==> src/rtl/draw_pkg.sv <==
`default_nettype none
// ============================================================================
//  Module      : draw_pkg
//  Description : Shared types and constants for the drawing job controller:
//                sequencer state encoding, pixel-bus select, screen size
//                defaults and colour constants.
//  Revision    : 1.0 - initial release
// ============================================================================
package draw_pkg;

    // Job sequencer states.
    typedef enum logic [2:0] {
        ST_IDLE      = 3'd0,
        ST_CLEAR     = 3'd1,
        ST_CLEAR_REL = 3'd2,
        ST_SHAPE     = 3'd3,
        ST_SHAPE_REL = 3'd4,
        ST_DONE      = 3'd5
    } state_t;

    // Which engine currently owns the VGA pixel port.
    typedef enum logic [1:0] {
        SEL_NONE = 2'd0,
        SEL_CLR  = 2'd1,
        SEL_SHP  = 2'd2
    } pix_sel_t;

    // Default visible frame size.
    localparam int unsigned DEF_SCREEN_W = 160;
    localparam int unsigned DEF_SCREEN_H = 120;

    // Colour constants.
    localparam logic [2:0] BLACK = 3'b000;
    localparam logic [2:0] WHITE = 3'b111;

endpackage : draw_pkg
`default_nettype wire

==> src/rtl/pixel_mux_clip.sv <==
`default_nettype none
// ============================================================================
//  Module      : pixel_mux_clip
//  Description : Combinational pixel-bus select and screen clipping. Picks the
//                fill or shape engine bus, or the held values when no engine
//                owns the port, and suppresses the plot strobe for any pixel
//                outside the visible frame.
//  Ports       : sel                      - bus owner (none / fill / shape)
//                clr_*                    - fill engine pixel bus
//                shp_*                    - shape engine pixel bus
//                hold_*                   - last selected pixel values
//                pix_x/pix_y/pix_colour   - selected pixel (y full 8 bits)
//                pix_plot                 - clipped plot strobe
//  Revision    : 1.0 - initial release
// ============================================================================
module pixel_mux_clip
    import draw_pkg::*;
#(
    parameter int unsigned SCREEN_W = DEF_SCREEN_W,
    parameter int unsigned SCREEN_H = DEF_SCREEN_H
) (
    input  pix_sel_t   sel,
    input  logic [7:0] clr_x,
    input  logic [6:0] clr_y,
    input  logic [2:0] clr_colour,
    input  logic       clr_plot,
    input  logic [7:0] shp_x,
    input  logic [7:0] shp_y,
    input  logic [2:0] shp_vga_colour,
    input  logic       shp_plot,
    input  logic [7:0] hold_x,
    input  logic [7:0] hold_y,
    input  logic [2:0] hold_colour,
    output logic [7:0] pix_x,
    output logic [7:0] pix_y,
    output logic [2:0] pix_colour,
    output logic       pix_plot
);

    // One extra bit so a bound of 256 still compares correctly.
    localparam logic [8:0] c_screen_w = 9'(SCREEN_W);
    localparam logic [8:0] c_screen_h = 9'(SCREEN_H);

    logic w_plot_raw;
    logic w_in_x;
    logic w_in_y;

    always_comb begin
        pix_x      = hold_x;
        pix_y      = hold_y;
        pix_colour = hold_colour;
        w_plot_raw = 1'b0;
        case (sel)
            SEL_CLR: begin
                pix_x      = clr_x;
                pix_y      = {1'b0, clr_y};
                pix_colour = clr_colour;
                w_plot_raw = clr_plot;
            end
            SEL_SHP: begin
                pix_x      = shp_x;
                pix_y      = shp_y;
                pix_colour = shp_vga_colour;
                w_plot_raw = shp_plot;
            end
            default: begin
                w_plot_raw = 1'b0;
            end
        endcase
    end

    // Bounds use the full 8-bit coordinates, so an off-screen y such as 130
    // is dropped rather than wrapping into the 7-bit VGA row address.
    assign w_in_x   = ({1'b0, pix_x} < c_screen_w);
    assign w_in_y   = ({1'b0, pix_y} < c_screen_h);
    assign pix_plot = w_plot_raw & w_in_x & w_in_y;

endmodule : pixel_mux_clip
`default_nettype wire

==> src/rtl/draw_sequencer.sv <==
`default_nettype none
// ============================================================================
//  Module      : draw_sequencer
//  Description : Drawing job controller. On a start/done handshake it
//                optionally runs the fill engine to clear the frame, then the
//                shape engine. Owns the VGA pixel port (mux + clip), counts
//                plotted pixels and presents latched shape parameters.
//  Ports       : clk, rst_n                 - clock, sync active-low reset
//                start, done                - job handshake (level start)
//                clear_en, colour, centre_x,
//                centre_y, diameter         - job parameters, sampled on start
//                start_clear, clear_colour,
//                done_clear, clr_*          - fill engine interface
//                start_shape, shp_colour,
//                shp_cx, shp_cy, shp_diam,
//                done_shape, shp_*          - shape engine interface
//                vga_x/y/colour/plot        - VGA pixel write port
//                pix_count                  - pixels plotted, saturating
//  Revision    : 1.0 - initial release
// ============================================================================
module draw_sequencer
    import draw_pkg::*;
#(
    parameter int unsigned SCREEN_W     = DEF_SCREEN_W,
    parameter int unsigned SCREEN_H     = DEF_SCREEN_H,
    parameter logic [2:0]  CLEAR_COLOUR = BLACK
) (
    input  logic        clk,
    input  logic        rst_n,
    input  logic        start,
    input  logic        clear_en,
    input  logic [2:0]  colour,
    input  logic [7:0]  centre_x,
    input  logic [7:0]  centre_y,
    input  logic [7:0]  diameter,
    output logic        done,
    output logic        start_clear,
    output logic [2:0]  clear_colour,
    input  logic        done_clear,
    input  logic [7:0]  clr_x,
    input  logic [6:0]  clr_y,
    input  logic [2:0]  clr_colour,
    input  logic        clr_plot,
    output logic        start_shape,
    output logic [2:0]  shp_colour,
    output logic [7:0]  shp_cx,
    output logic [7:0]  shp_cy,
    output logic [7:0]  shp_diam,
    input  logic        done_shape,
    input  logic [7:0]  shp_x,
    input  logic [7:0]  shp_y,
    input  logic [2:0]  shp_vga_colour,
    input  logic        shp_plot,
    output logic [7:0]  vga_x,
    output logic [6:0]  vga_y,
    output logic [2:0]  vga_colour,
    output logic        vga_plot,
    output logic [14:0] pix_count
);

    localparam logic [14:0] c_pix_max = 15'h7FFF;

    state_t     r_state;
    state_t     w_next;
    pix_sel_t   w_sel;

    logic       r_start_clear;
    logic       r_start_shape;
    logic       r_done;
    logic [2:0] r_colour;
    logic [7:0] r_cx;
    logic [7:0] r_cy;
    logic [7:0] r_diam;
    logic [14:0] r_pix_count;

    logic [7:0] r_hold_x;
    logic [7:0] r_hold_y;
    logic [2:0] r_hold_colour;

    logic [7:0] w_pix_x;
    logic [7:0] w_pix_y;
    logic [2:0] w_pix_colour;
    logic       w_pix_plot;

    logic       w_job_start;

    // ------------------------------------------------------------------
    // State register and registered engine handshakes. The handshake
    // flops are loaded from the next state so they line up exactly with
    // the state they represent and drop together with reset.
    // ------------------------------------------------------------------
    always_ff @(posedge clk) begin
        if (!rst_n) begin
            r_state       <= ST_IDLE;
            r_start_clear <= 1'b0;
            r_start_shape <= 1'b0;
            r_done        <= 1'b0;
        end else begin
            r_state       <= w_next;
            r_start_clear <= (w_next == ST_CLEAR);
            r_start_shape <= (w_next == ST_SHAPE);
            r_done        <= (w_next == ST_DONE);
        end
    end

    // ------------------------------------------------------------------
    // Next-state logic. start only matters in IDLE and DONE; once a job
    // is running it completes regardless of start.
    // ------------------------------------------------------------------
    always_comb begin
        w_next      = r_state;
        w_job_start = 1'b0;
        case (r_state)
            ST_IDLE: begin
                if (start) begin
                    w_job_start = 1'b1;
                    w_next      = clear_en ? ST_CLEAR : ST_SHAPE;
                end
            end
            ST_CLEAR: begin
                if (done_clear) begin
                    w_next = ST_CLEAR_REL;
                end
            end
            ST_CLEAR_REL: begin
                // Wait for the fill engine to drop done before handing the
                // port to the shape engine.
                if (!done_clear) begin
                    w_next = ST_SHAPE;
                end
            end
            ST_SHAPE: begin
                if (done_shape) begin
                    w_next = ST_SHAPE_REL;
                end
            end
            ST_SHAPE_REL: begin
                if (!done_shape) begin
                    w_next = ST_DONE;
                end
            end
            ST_DONE: begin
                if (!start) begin
                    w_next = ST_IDLE;
                end
            end
            default: begin
                w_next = ST_IDLE;
            end
        endcase
    end

    // ------------------------------------------------------------------
    // Parameter latch and pixel counter.
    // ------------------------------------------------------------------
    always_ff @(posedge clk) begin
        if (!rst_n) begin
            r_colour    <= 3'd0;
            r_cx        <= 8'd0;
            r_cy        <= 8'd0;
            r_diam      <= 8'd0;
            r_pix_count <= 15'd0;
        end else if (w_job_start) begin
            r_colour    <= colour;
            r_cx        <= centre_x;
            r_cy        <= centre_y;
            r_diam      <= diameter;
            r_pix_count <= 15'd0;
        end else if (w_pix_plot && (r_pix_count != c_pix_max)) begin
            r_pix_count <= r_pix_count + 15'd1;
        end
    end

    // ------------------------------------------------------------------
    // Pixel port ownership. CLEAR_REL and SHAPE_REL deliberately select
    // nothing so a late strobe from a finishing engine cannot leak out.
    // ------------------------------------------------------------------
    always_comb begin
        w_sel = SEL_NONE;
        case (r_state)
            ST_CLEAR: w_sel = SEL_CLR;
            ST_SHAPE: w_sel = SEL_SHP;
            default:  w_sel = SEL_NONE;
        endcase
    end

    // Remember the last selected bus so the VGA coordinates stay stable
    // while no engine owns the port.
    always_ff @(posedge clk) begin
        if (!rst_n) begin
            r_hold_x      <= 8'd0;
            r_hold_y      <= 8'd0;
            r_hold_colour <= 3'd0;
        end else if (w_sel != SEL_NONE) begin
            r_hold_x      <= w_pix_x;
            r_hold_y      <= w_pix_y;
            r_hold_colour <= w_pix_colour;
        end
    end

    pixel_mux_clip #(
        .SCREEN_W (SCREEN_W),
        .SCREEN_H (SCREEN_H)
    ) u_pixel_mux_clip (
        .sel            (w_sel),
        .clr_x          (clr_x),
        .clr_y          (clr_y),
        .clr_colour     (clr_colour),
        .clr_plot       (clr_plot),
        .shp_x          (shp_x),
        .shp_y          (shp_y),
        .shp_vga_colour (shp_vga_colour),
        .shp_plot       (shp_plot),
        .hold_x         (r_hold_x),
        .hold_y         (r_hold_y),
        .hold_colour    (r_hold_colour),
        .pix_x          (w_pix_x),
        .pix_y          (w_pix_y),
        .pix_colour     (w_pix_colour),
        .pix_plot       (w_pix_plot)
    );

    // ------------------------------------------------------------------
    // Outputs.
    // ------------------------------------------------------------------
    assign done         = r_done;
    assign start_clear  = r_start_clear;
    assign start_shape  = r_start_shape;
    assign clear_colour = CLEAR_COLOUR;
    assign shp_colour   = r_colour;
    assign shp_cx       = r_cx;
    assign shp_cy       = r_cy;
    assign shp_diam     = r_diam;
    assign vga_x        = w_pix_x;
    assign vga_y        = w_pix_y[6:0];
    assign vga_colour   = w_pix_colour;
    assign vga_plot     = w_pix_plot;
    assign pix_count    = r_pix_count;

endmodule : draw_sequencer
`default_nettype wire

==> config.mk <==
export PLATFORM = sky130hd
export DESIGN_NAME = draw_sequencer
export DESIGN_NICKNAME = d
export VERILOG_FILES = /design/src/rtl/draw_pkg.sv /design/src/rtl/pixel_mux_clip.sv /design/src/rtl/draw_sequencer.sv
export SDC_FILE = /design/constraint.sdc
export NUM_CORES = 1
export LEC_CHECK = 0
export ABC_AREA = 1
export CAP_MARGIN = 5
export CELL_PAD_IN_SITES_DETAIL_PLACEMENT = 1
export CELL_PAD_IN_SITES_GLOBAL_PLACEMENT = 1
export CORE_MARGIN = 4
export CORE_UTILIZATION = 29
export DETAILED_ROUTE_END_ITERATION = 8
export GPL_TIMING_DRIVEN = 0
export PLACE_DENSITY_LB_ADDON = 0.1
export SLEW_MARGIN = 30
export SYNTH_ARGS = -nofsm -noshare
export SYNTH_HDL_FRONTEND = slang
export SYNTH_SLANG_ARGS = --single-unit
==> constraint.sdc <==
create_clock -name clk -period 1.91 [get_ports clk]
set_input_delay 0.191 -clock clk [delete_from_list [all_inputs] [get_ports clk]]
set_output_delay 0.191 -clock clk [all_outputs]
set_load 0.1 [all_outputs]
==> flow_summary.json, run 1 <==
{
  "area_delta_synth_final_pct": 79.11,
  "core.rowCount": 38,
  "layout.cells.non_filler": 784,
  "antenna_found_initial": 0,
  "critPathKind": "register to output pin",
  "slew_violations": 0,
  "startpoint": "r_state[0]$_SDFF_PN0_",
  "status": "complete, but fails checks",
  "use_met1_pct": 21.53,
  "peakVddDrop_v": 0.0006976,
  "place_congestion": 0.7906,
  "maxCapViolCount": 0,
  "die-area_sq_um": 13040,
  "avgSynthCellArea_sq_um": 7.049,
  "power_uw": 6913,
  "yosysTopAreaCellShare_pct": 41.01,
  "p_leak_uw": 0.002640,
  "hold_viol_final": 0,
  "critPathMostFrequentCell": "nand2_2",
  "violations": "setup timing",
  "worstReg2RegStart": "r_state[0]$_SDFF_PN0_",
  "clkLatencyLatePin_ps": 330,
  "place_ws_ps": -1076,
  "ios": 139,
  "hold-worst-slack_ps": 436.1,
  "cp_max_fo": 5,
  "dp.cells": 741,
  "drt_pass1_iterations": 4,
  "tightest_slew_ps": 1031,
  "routed_via_density": 4.848,
  "cts_tree": "yes",
  "yosys_register_bits": 67,
  "drt-total-wl_um": 13170,
  "crit_buf_inv": 4,
  "grtUsageMet2_pct": 31.58,
  "period_share_pct": 111.7,
  "cp_cell_sequence": "buf_4 > nand2_4 > buf_8 > nand2_2 > nand2_2 > nor2_4 > nand2_2 > a21oi_4 > buf_6 > and2_4 > buf_12",
  "fp.dieH_um": 114.2,
  "numClockSinks": 67,
  "skew_ps": 7.212,
  "slew_headroom_pct": 31.56,
  "cp_data_required_time_ps": 1720,
  "dp_hpwl_um": 8789,
  "grt.total_usage_pct": 18.70,
  "min_from": "colour[0]",
  "met3_usage_pct": 8.615,
  "grt_pass1_wl_um": 19330,
  "hold_class": "primary input to register",
  "fin_nets": 714,
  "vias": 3801,
  "fin_crit_ps": 2134,
  "die_w_um": 114.2,
  "cp-end-kind": "output pin",
  "cellPowerDensity_nw_per_um2": 1180,
  "coreArea_sq_um": 10940,
  "clk_pin_slew_worst_paths_ps": 60,
  "critPathSlowestCell": "dfxtp_2",
  "grt_busiest_layer": "met2",
  "final_layout_size_suffix_gt1_share_pct": 28.26,
  "max_freq_mhz": 468.6,
  "numPortBuffers": 135,
  "grt_max_degree": 20,
  "synth_area_leader_cell": "dfxtp_1",
  "synthesis.area_sq_um": 3271,
  "critPathTopFamily": "buffers and inverters",
  "grt_setup_unrepaired": "yes",
  "cts.path.max_buffers": 2,
  "start_util_pct": 29.91,
  "setup_viol_count_final": 17,
  "n_antenna_cell": 0,
  "startpoint_type": "register",
  "syn_inst": 464,
  "grt_pass1_vias": 3801,
  "yosysSeqAreaShare_pct": 41.01,
  "synthTopCellsByArea": "dfxtp_1 (41%), nand2_1 (14%), nand3_1 (7.2%)",
  "drc": 0,
  "postLayoutSetupSlackWorst_ps": -224.0,
  "critPathArrivalTime_ps": 1940,
  "grt_overflow_total": 0,
  "routedWlPerCell_um": 16.79,
  "postRouteAntennaNets": 0,
  "cts_buffers": 9,
  "ys_warn_count": 0,
  "htreeDepth": 3,
  "cpPeakStageDelay_ps": 330,
  "ys_types": 33,
  "clock-root-buffer": "clkbuf_16",
  "first_iter_violations": 133
}
-- registers in the layout (all words and copies together), names as in the netlist --
| register | flops |
|---|---|
| done | 1 |
| pix_count | 15 |
| r_hold_colour | 3 |
| r_hold_x | 8 |
| r_hold_y | 8 |
| r_state | 3 |
| shp_colour | 3 |
| shp_cx | 8 |
| shp_cy | 8 |
| shp_diam | 8 |
| start_clear | 1 |
| start_shape | 1 |
-- final timing paths --
check,endpoint,slack [ps],depth (start not counted)
hold / removal,shp_colour[0]$_SDFFE_PN0P_,440,3
setup / recovery,vga_plot,-220,11
setup reg to reg,pix_count[7]$_SDFFE_PP0P_,-120,14
hold reg to reg,shp_cy[5]$_SDFFE_PN0P_,460,2
-- cells in the mapped netlist, drive strengths merged --
| cell | instances |
|---|---|
| xnor2 | 1 |
| inv | 43 |
| dfxtp | 67 |
| nor2 | 37 |
| conb | 1 |
| o21ai | 1 |
| and2 | 1 |
| a21oi | 44 |
| buf | 22 |
| nand4 | 26 |
| o31ai | 1 |
| ha | 1 |
| nand3 | 50 |
| and3 | 1 |
| nand2 | 127 |
| nand3b | 2 |
| nor3 | 7 |
| o211ai | 1 |
| clkbuf | 13 |
| a31oi | 12 |
| xor2 | 6 |
-- cells by family (layout without fill, tap and decap cells) --
group           Yosys count  in the layout  share of synthesized area (%)
simple gates            251            251                          35.42
fa+ha+maj                 1              1                         0.3825
xor+xnor                  7              7                          1.875
buf+inv                  78            256                          11.21
flops                    67             67                          41.01
other cells               1              3                         0.1147
compound gates           59             59                          9.985
-- cell type report --
class,instances,area (sq um)
Tap cell,140,175.2
Fill cell,1310,5077
Clock inverter,5,78.83
Clock buffer,9,225.2
Timing Repair Buffer,167,1752
Multi-Input combinational cell,321,1842
Sequential cell,67,1371
Buffer,32,242.7
Inverter,43,171.4
-- through the flow --
step / cell area [sq um] / TNS (ps) / util (%)
3_5_place_dp: 4906 / -17010 / 44.86
4_1_cts: 5353 / -257.6 / 48.95
5_1_grt: 5858 / -3130 / 53.57
2_1_floorplan: 3379 / -125.1 / -
6_report: 5858 / -1383 / 53.57
3_3_place_gp: 4906 / -15660 / 44.86
-- metal layers --
metal	vias to the layer above	part of all wire, %
met5	-	0
met4	0	2.1
met3	19	8.2
met2	110	50
met1	1805	40
li1	1867	-
-- power breakdown --
group          switching [uW]  leakage (uW)  internal (uW)  total, uW
sequential               77.4      0.000555           1550       1630
combinational            2370       0.00194           1160       3530
clock                     633      0.000148           1130       1760
-- tightest hold or removal path, cell delays in order --
cell	delay (ps)
clkdlybuf4s50_1	390
nand3_1	80
a21oi_1	60
-- cells in the final DEF (no fill, tap or decap), types with 2 or more instances in the layout --
cell / count
a21oi_1: 34
a21oi_2: 9
a31oi_1: 12
buf_12: 15
buf_2: 2
buf_4: 35
buf_6: 12
buf_8: 3
bufinv_16: 2
clkbuf_1: 8
clkbuf_16: 12
clkbuf_4: 3
clkdlybuf4s50_1: 71
conb_1: 3
dfxtp_1: 51
dfxtp_2: 12
dfxtp_4: 4
dlygate4sd2_1: 45
inv_1: 38
inv_2: 3
nand2_1: 95
nand2_2: 29
nand2_4: 3
nand3_1: 39
nand3_2: 8
nand3_4: 3
nand3b_1: 2
nand4_1: 26
nor2_1: 20
nor2_2: 3
nor2_4: 14
nor3_1: 6
xor2_1: 6
-- what timing repair did --
action,CTS,global route
hold buffers,0,0
cloned,0,2
endpoints found under the setup margin,95,54
gates resized for setup,211,92
pin swaps,6,18
setup buffers,9,21
Note: power is estimated with default switching activity, not from simulation.
==> run 2, diff against run 1 <==
Settings changed: SYNTH_HIERARCHICAL from default to 1.
==> run 2 against run 1 <==
Against the previous run: the flow still finishes with violations (setup timing); maximum frequency down 14%; routed wire length increased by 0.54%; register-to-register slack lost 370 ps; clock power decreased by 6%; sequential cell count is the same; largest power group unchanged; critical endpoint unchanged; global-route usage increased by 0.70 points; synthesized area is 1.9% higher.
==> flow_summary.json, run 2 <==
{
  "status": "complete, but fails checks",
  "violations": "setup timing",
  "postRouteAntennaNets": 0,
  "yosys.area_share.simple_pct": 37.29,
  "startpoint_type": "register",
  "drt_pass1_iterations": 4,
  "hold_end": "shp_cy[6]$_SDFFE_PN0P_",
  "hold_class": "primary input to register",
  "cp_max_fo": 7,
  "tightest_slew_ps": 1002,
  "vias": 4001,
  "dp_hpwl_um": 8950,
  "drt-total-wl_um": 13240,
  "htreeDepth": 3,
  "slew_headroom_pct": 33.47,
  "drc": 0,
  "grt.total_usage_pct": 19.40,
  "dp.cells": 773,
  "die_w_um": 115.2,
  "hold-worst-slack_ps": 430.5,
  "highest_layer": "met4",
  "n_antenna_cell": 0,
  "grt_pass1_vias": 4267,
  "yosysMostFrequentCell": "nand2_1",
  "clkLatencyLatePin_ps": 340,
  "critPathKind": "register to output pin",
  "ios": 139,
  "worstReg2RegStart": "r_state[2]$_SDFF_PN0_",
  "fp.dieH_um": 115.2,
  "syn_inst": 496,
  "cts.path.max_buffers": 2,
  "area_delta_synth_final_pct": 85.47,
  "layout_commonest_cell": "nand2_1",
  "skew_ps": 6.053,
  "final_area_sq_um": 6180,
  "ys_async_sr_fraction_pct": 0,
  "placed_area_sq_um": 5149,
  "period_share_pct": 129.9,
  "nFillCells": 1333,
  "synth_area_leader_cell": "dfxtp_1",
  "max_freq_mhz": 402.9,
  "holdPathStages": 3,
  "met2_wirelength_um": 6923,
  "numClockSinks": 67,
  "die-area_sq_um": 13270,
  "coreArea_sq_um": 11030,
  "synth-edff-count": 0,
  "maxCapViolCount": 0,
  "grt_pass1_wl_um": 20580,
  "postLayoutSetupSlackWorst_ps": -571.9,
  "yosys_register_bits": 67,
  "synthFlopType": "dfxtp_1",
  "synth_top_family_by_area": "simple AND/OR/NAND/NOR gates",
  "reg2reg_slack_ps": -490,
  "routedWlPerCell_um": 16.18,
  "final_layout_size_suffix_gt1_share_pct": 31.12,
  "final_cell_mix": "nand2_1 (96), clkdlybuf4s50_1 (71), dfxtp_1 (64)",
  "place_ws_ps": -1338,
  "power_uw": 6418,
  "r2r_cells": 16,
  "avgSynthCellArea_sq_um": 6.718,
  "ys_top_cells_by_count": "nand2_1 (129), dfxtp_1 (67), nor2_1 (67)",
  "fin_nets": 749,
  "synth_compound_area_share_pct": 10.51,
  "layout.cells.non_filler": 818,
  "clock-root-buffer": "clkbuf_16",
  "p_leak_uw": 0.002638,
  "setup_viol_count_final": 44,
  "cts_hold_buf": 0,
  "yosysSeqAreaShare_pct": 40.26,
  "cp_data_required_time_ps": 1720,
  "fin_crit_ps": 2482,
  "synth_mux_area_share_pct": 0,
  "yosysTopAreaCellShare_pct": 40.26,
  "cts_buffers": 9,
  "antenna_found_initial": 0,
  "first_iter_violations": 112,
  "synthesis.area_sq_um": 3332,
  "cellPowerDensity_nw_per_um2": 1038,
  "grt_overflow_total": 0,
  "dr_wl_met3_um": 801,
  "peakVddDrop_v": 0.0005992,
  "ys_warn_count": 6,
  "met1_length_um": 5353,
  "synth_fa_ha_area_share_pct": 1.127,
  "r2r-end": "pix_count[12]$_SDFFE_PP0P_",
  "ys_types": 31,
  "numPortBuffers": 135,
  "routed_via_density": 4.891,
  "grt_setup_unrepaired": "yes",
  "place_congestion": 0.8258,
  "synthTopCellsByArea": "dfxtp_1 (40%), nand2_1 (15%), nand3_1 (9.5%)",
  "cp-end-kind": "output pin",
  "critPathArrivalTime_ps": 2290,
  "synth_xor_area_share_pct": 1.577,
  "clk_pin_slew_worst_paths_ps": 60,
  "cts_tree": "yes",
  "hold_viol_final": 0,
  "min_from": "centre_y[6]",
  "core.rowCount": 38,
  "slew_violations": 0,
  "start_util_pct": 30.21,
  "grt_max_degree": 13,
  "largest_reg_flops": 15
}
[run 2: cell types whose count changed in the layout (fill, tap and decap cells not counted), moves of 13 or more]
cell	before	now
nor2_1	20	56
dfxtp_1	51	64
o21ai_1	0	15
nand4_1	26	7
inv_1	38	22
buf_4	35	20
[run 2: final cells by class]
cell class	count	area [sq um]	area share, %
Timing Repair Buffer	165	1800	29.14
Sequential cell	67	1353	21.89
Clock buffer	9	225.2	3.644
Buffer	28	198.9	3.219
Multi-Input combinational cell	365	2200	35.59
Clock inverter	6	67.56	1.093
Tap cell	140	175.2	2.835
Inverter	38	160.2	2.592
[run 2: worst max-delay path, cell delays in order, from the launching register on]
cell	delay [ps]
dfxtp_4	350
inv_4	60
nand2_4	60
nor2_4	120
inv_2	60
ha_4	240
buf_8	140
nor2_4	200
nand2_2	90
a21oi_2	140
nand2_2	80
nor2_4	190
buf_12	210
[run 2: logic make-up (layout without fill, tap and decap cells)]
group / count (synthesis) / in the layout
AO/OA/AOI/OAI: 69 / 69
XOR/XNOR: 6 / 6
adder cells (fa/ha/maj): 3 / 3
buffers and inverters: 66 / 246
flip-flops: 67 / 67
other: 1 / 3
AND/OR/NAND/NOR: 284 / 284
[run 2: timing repair]
action                                  CTS  global route
endpoints found under the setup margin   89            52
gates resized for setup                 260            64
gates cloned                              4             2
setup buffers                            16            10
pin swaps                                22            35
[run 2: how the worst max path moves through the flow]
stage	start	end	slack, ps
final	r_state[2]$_SDFF_PN0_	vga_plot	-570
after floorplan	r_state[2]$_SDFF_PN0_	pix_count[7]$_SDFFE_PP0P_	-1020
after CTS	r_state[2]$_SDFF_PN0_	vga_plot	-540
after global routing	r_state[2]$_SDFF_PN0_	vga_plot	-680
after detailed placement	r_state[1]$_SDFF_PN0_	vga_plot	-1340
after global placement	r_state[1]$_SDFF_PN0_	vga_plot	-1330
[run 2: where the power goes]
part / total (uW) / internal, uW / leakage, uW / switching [uW]
logic: 3130 / 1050 / 0.00195 / 2080
registers: 1630 / 1550 / 0.000549 / 85.8
clock network: 1660 / 1000 / 0.000137 / 654
[run 2: layer usage]
metal	vias up	global-route usage, %
met4	0	5.634
met5	-	0
met3	14	5.737
met2	93	34.88
li1	1950	-
met1	1944	22.19
[run 2: per-stage QoR]
step | TNS, ps | utilization, %
after floorplan | -16730 | -
after global placement | -28350 | 46.68
after detailed placement | -29140 | 46.68
after CTS | -14410 | 53.48
after global routing | -21380 | 56.02
final | -15820 | 56.02
==> run 3, diff against run 2 <==
Settings changed: SLEW_MARGIN 30 to 20.
==> results of run 3 <==
No change in the layout: final DEF, timing and power equal those of run 2.
